==> config.mk <==
export PLATFORM = sky130hd
export DESIGN_NAME = fifo_rd_deframer
export DESIGN_NICKNAME = d
export VERILOG_FILES = /design/src/rtl/fifo_rd_deframer.sv
export SDC_FILE = /design/constraint.sdc
export NUM_CORES = 1
export LEC_CHECK = 0
export CAP_MARGIN = 20
export CORE_AREA = 10 10 151 153
export DETAILED_ROUTE_END_ITERATION = 8
export DIE_AREA = 0 0 161 163
export SYNTH_ARGS = -nofsm -noshare
export SYNTH_HDL_FRONTEND = slang
export SYNTH_SLANG_ARGS = --single-unit
==> constraint.sdc <==
create_clock -name rdclk -period 3.8 [get_ports rdclk]
set_clock_uncertainty 0.1 [all_clocks]
set_input_delay 0.38 -clock rdclk [delete_from_list [all_inputs] [get_ports rdclk]]
set_output_delay 0.38 -clock rdclk [all_outputs]
set_load 0.01 [all_outputs]
==> src/rtl/fifo_rd_deframer.sv <==
// fifo_rd_deframer: read-domain FIFO drain with SOP/EOP framing check,
// 3-deep output buffer and saturating packet/error counters.
module fifo_rd_deframer #(
  parameter int WIDTH   = 18,
  parameter int MAX_LEN = 64
) (
  input  logic             rdclk,
  input  logic             reset,
  input  logic             empty,
  output logic             rd,
  input  logic [WIDTH-1:0] dataout,
  output logic             m_valid,
  input  logic             m_ready,
  output logic [WIDTH-3:0] m_data,
  output logic             m_sop,
  output logic             m_eop,
  output logic             m_err,
  output logic [15:0]      pkt_count,
  output logic [15:0]      err_count
);

  localparam int PW = WIDTH - 2;
  localparam logic [16:0] MAX_L = 17'(MAX_LEN);

  typedef struct packed {
    logic          err;
    logic          sop;
    logic          eop;
    logic [PW-1:0] data;
  } ent_t;

  typedef enum logic {
    IDLE,
    IN_PKT
  } state_t;

  state_t      state;
  state_t      state_nx;
  logic [15:0] len;
  logic [15:0] len_nx;
  logic [16:0] len_p1;
  logic [1:0]  count;
  logic [1:0]  wr_idx;
  logic [2:0]  inflight;
  logic        rd_q;
  logic        push;
  logic        pop;
  logic        in_sop;
  logic        in_eop;
  logic        w_err;
  logic        pkt_inc;
  ent_t        in_e;
  ent_t        slot_q [3];

  // Reads are only issued when a buffer slot is guaranteed free.
  assign inflight = {1'b0, count} + {2'b0, rd_q};
  assign rd       = !reset && !empty && (inflight < 3'd3);

  assign push   = rd_q;
  assign pop    = m_valid && m_ready;
  assign wr_idx = count - {1'b0, pop};

  assign in_sop = dataout[WIDTH-1];
  assign in_eop = dataout[WIDTH-2];
  assign in_e   = {w_err, dataout};
  assign len_p1 = {1'b0, len} + 17'd1;

  assign m_valid = (count != 2'd0);
  assign m_data  = slot_q[0].data;
  assign m_sop   = slot_q[0].sop;
  assign m_eop   = slot_q[0].eop;
  assign m_err   = slot_q[0].err;

  always_comb begin
    state_nx = state;
    len_nx   = len;
    w_err    = 1'b0;
    pkt_inc  = 1'b0;
    if (rd_q) begin
      unique case (state)
        IDLE: begin
          if (!in_sop) begin
            w_err = 1'b1;
          end else if (in_eop) begin
            pkt_inc = 1'b1;
          end else begin
            len_nx   = 16'd1;
            state_nx = IN_PKT;
          end
        end
        IN_PKT: begin
          if (in_sop) begin
            w_err    = 1'b1;
            len_nx   = 16'd1;
            state_nx = in_eop ? IDLE : IN_PKT;
          end else if (len_p1 > MAX_L) begin
            w_err    = 1'b1;
            state_nx = IDLE;
          end else if (in_eop) begin
            pkt_inc  = 1'b1;
            state_nx = IDLE;
          end else begin
            len_nx = len_p1[15:0];
          end
        end
      endcase
    end
  end

  always_ff @(posedge rdclk or posedge reset) begin
    if (reset) begin
      state     <= IDLE;
      len       <= '0;
      pkt_count <= '0;
      err_count <= '0;
    end else begin
      state <= state_nx;
      len   <= len_nx;
      if (pkt_inc && pkt_count != 16'hFFFF)
        pkt_count <= pkt_count + 16'd1;
      if (w_err && err_count != 16'hFFFF)
        err_count <= err_count + 16'd1;
    end
  end

  // Head sits in slot 0; a pop shifts down and a push lands behind it.
  always_ff @(posedge rdclk or posedge reset) begin
    if (reset) begin
      count <= '0;
      rd_q  <= 1'b0;
      for (int i = 0; i < 3; i++)
        slot_q[i] <= '0;
    end else begin
      rd_q  <= rd;
      count <= count + {1'b0, push} - {1'b0, pop};
      if (pop) begin
        slot_q[0] <= slot_q[1];
        slot_q[1] <= slot_q[2];
      end
      if (push)
        slot_q[wr_idx] <= in_e;
    end
  end

endmodule

==> metrics.yaml <==
synthesis:
  synth_largest_area_cell: "dfrtp_1"
  synth_top_area_share_pct: 50.3
  syn_inst: 511
  syn_area_per_cell_um2: 10.6
  syn-num-nets: 541
  ys_seq_area_share_pct: 50.3
  synth_seq_cells: 109
  yosysUniqueCellTypes: 50
  synth_ff_type: "dfrtp_1"
  ys_warn_count: 0
  synth_edf_count: 0
  synth_area_leaders: "dfrtp_1, mux2i_1, xor2_1"
  synthArstFlopShare_pct: 100
  synth_area_mm2: 0.00542
clock_tree:
  clockBufferDepth: 2
  hold_buffers: 0
  path_clk_slew_ns: 0.07
  cts-root-buf: "clkbuf_16"
  clk-insertion-delay-late_ns: 0.36
  cts_inserted_buffers: 9
  tritoncts: "yes"
  cts.sinks: 109
  cts_resized: 0
  postCtsSetupBuffers: 0
  cts_htree_levels: 3
global_routing:
  grt_pass1_wl_um: 21500
  grt_pass1_vias: 4103
  grt_max_degree: 59
  grt.total_usage_pct: 10.0
  gr-total-overflow: 0
  antenna_found_initial: 0
floorplan:
  initial_core_util_pct: 27.2
  core_area_mm2: 0.0199
  dieHeight_um: 163
  die_area_mm2: 0.0262
  rows: 52
  die_w_um: 161
  top_level_ports: 75
routing:
  first_pass_iters: 4
  via_per_inst: 4.66
  avgRoutedWirePerCell_um: 15.1
  routed_wl_um: 12700
  ant_nets: 0
  num_vias: 3902
  first_iter_violations: 258
  drc: 0
power:
  power_density_mw_per_mm2: 607
  ir_drop_v: 0.000228
  power_frac_seq_pct: 44.4
  p_switching_mw: 1.36
  combPwrFrac_pct: 32.5
  p_clk_share_pct: 23.1
  swShare_pct: 33.9
  intPower_mw: 2.65
  total_power_mw: 4.02
  p_leak_nw: 2.92
sta:
  finalMaxSlewViolations: 0
  grt_setup_unrepaired: "false"
  min_period_over_period_pct: 84.5
  finalSetupTns_ns: 0
  worst_pin_slew_ns: 0.760
  slew_headroom_pct: 49.3
  period_needed_ns: 3.21
  hold_viol_final: 0
  setup_violations: 0
  fmax_mhz: 311
setup_path:
  critPathKind: "reg -> out"
  worstSetupEndpointType: "primary output"
  crit_arrival_ns: 2.73
  path_cells: "ha_1, ha_1, a2111oi_0, clkdlybuf4s50_1"
  slowest_delay_ns: 0.69
  cpMostUsedCell: "ha_1"
  worstPathMaxFanout: 13
  critPathRequiredTime_ns: 3.32
  crit_path_start_kind: "register"
  crit_slowest_cell: "clkdlybuf4s50_1"
final_layout:
  multiInputGateArea_mm2: 0.00243
  nets: 592
  layout_common_cells: "dfrtp_1, clkdlybuf4s50_1, nand2_1"
  final_util_pct: 33.2
  drive_above_1_share_pct: 11.6
  final_common_cell: "dfrtp_1"
  final_cells: 837
  num_antenna_cells: 0
  fill_cells: 2051
  seqCellArea_mm2: 0.00273
  synthToLayoutAreaGrowth_pct: 22.2
placement:
  io_buffer_count: 74
  post-dp-hpwl_um: 8930
  dp.cells: 821
  gp_routability_congestion: 0.845
flow_run:
  drv_cap: 0
hold_path:
  holdCritPathClass: "reg -> reg"
run_status:
  status: "complete, no violations"
critical path, delay by kind of cell (launching register included):
| kind | cells | cell delay [ns] |
|---|---|---|
| buffers and inverters | 1 | 0.69 |
| adder cells (fa/ha/maj) | 2 | 0.52 |
| flip-flops | 1 | 0.52 |
| AO/OA/AOI/OAI | 1 | 0.66 |
worst paths after layout:
| check | slack (ns) | cells after the start | to | startpoint |
|---|---|---|---|---|
| setup / recovery | 0.59 | 4 | rd | push |
| hold / removal | 0.40 | 1 | pkt_count[14] | pkt_count[14] |
| setup reg to reg | 0.86 | 7 | err_count[1] | len[0] |
| hold reg to reg | 0.40 | 1 | pkt_count[14] | pkt_count[14] |
| max in group asynchronous | 2.26 | 3 | pkt_count[14] | reset |
| min in group asynchronous | 0.48 | 2 | async pin | reset |
area by class of cell:
cell class                      count  area share [%]
Clock inverter                      7           0.964
Tap cell                          270            5.10
Inverter                           11           0.662
Clock buffer                        9            3.40
Timing Repair Buffer               80            11.9
Multi-Input combinational cell    351            36.8
Sequential cell                   109            41.2
power by group through the flow:
| stage | logic [mW] | registers, mW | clock network, mW |
|---|---|---|---|
| final | 1.30 | 1.78 | 0.927 |
| after global routing | 1.46 | 1.84 | 1.02 |
| after CTS | 1.34 | 1.79 | 0.972 |
| after detailed placement | 1.33 | 1.81 | 0 |
| after global placement | 1.29 | 1.78 | 0 |
| after floorplan | 0.933 | 1.75 | 0 |
metrics by stage:
| stage | setup WS [ns] | hold slack, ns | area, um2 |
|---|---|---|---|
| 6_report | 0.589 | 0.396 | 6620 |
| 5_1_grt | 0.463 | 0.421 | 6620 |
| 4_1_cts | 0.620 | 0.399 | 6620 |
| 3_5_place_dp | 0.850 | 0.381 | 6330 |
| 3_3_place_gp | 0.886 | 0.364 | 6330 |
| 2_1_floorplan | 0.446 | 0.351 | 5420 |
layer usage:
| layer | routed length [um] | share of wire (%) | track usage (%) | vias up |
|---|---|---|---|---|
| li1 | - | - | - | 1876 |
| met1 | 5720 | 45 | 11.8 | 1929 |
| met2 | 6040 | 48 | 16.9 | 85 |
| met3 | 752 | 5.9 | 3.56 | 12 |
| met4 | 148 | 1.2 | 2.73 | 0 |
| met5 | 0 | 0 | 0 | - |
cells by family (layout without fill, tap and decap cells):
| logic type | after synthesis | count (layout) | share of synthesized area [%] |
|---|---|---|---|
| adders and majority gates | 8 | 8 | 1.85 |
| xor gates and xnor gates | 36 | 36 | 5.82 |
| and+or+nand+nor | 172 | 172 | 16.5 |
| muxes | 57 | 57 | 11.0 |
| buffers and inverters | 51 | 107 | 4.90 |
| AOI/OAI and AO/OA | 78 | 78 | 9.61 |
| DFF | 109 | 109 | 50.3 |
synthesized netlist by cell type (3+ instances only):
cell type / instances
a21o_1: 4
a21oi_1: 7
and2_1: 12
and3_1: 7
buf_4: 17
clkbuf_1: 19
dfrtp_1: 109
ha_1: 8
inv_1: 11
mux2_2: 19
mux2i_1: 37
nand2_1: 71
nand2b_1: 4
nand3_1: 15
nand4_1: 9
nor2_1: 15
nor3_1: 12
nor3_2: 8
nor4_1: 5
o21ai_0: 40
o31ai_1: 3
o31ai_2: 5
xnor2_1: 5
xor2_1: 31
Power figures use the tool's default switching activity.
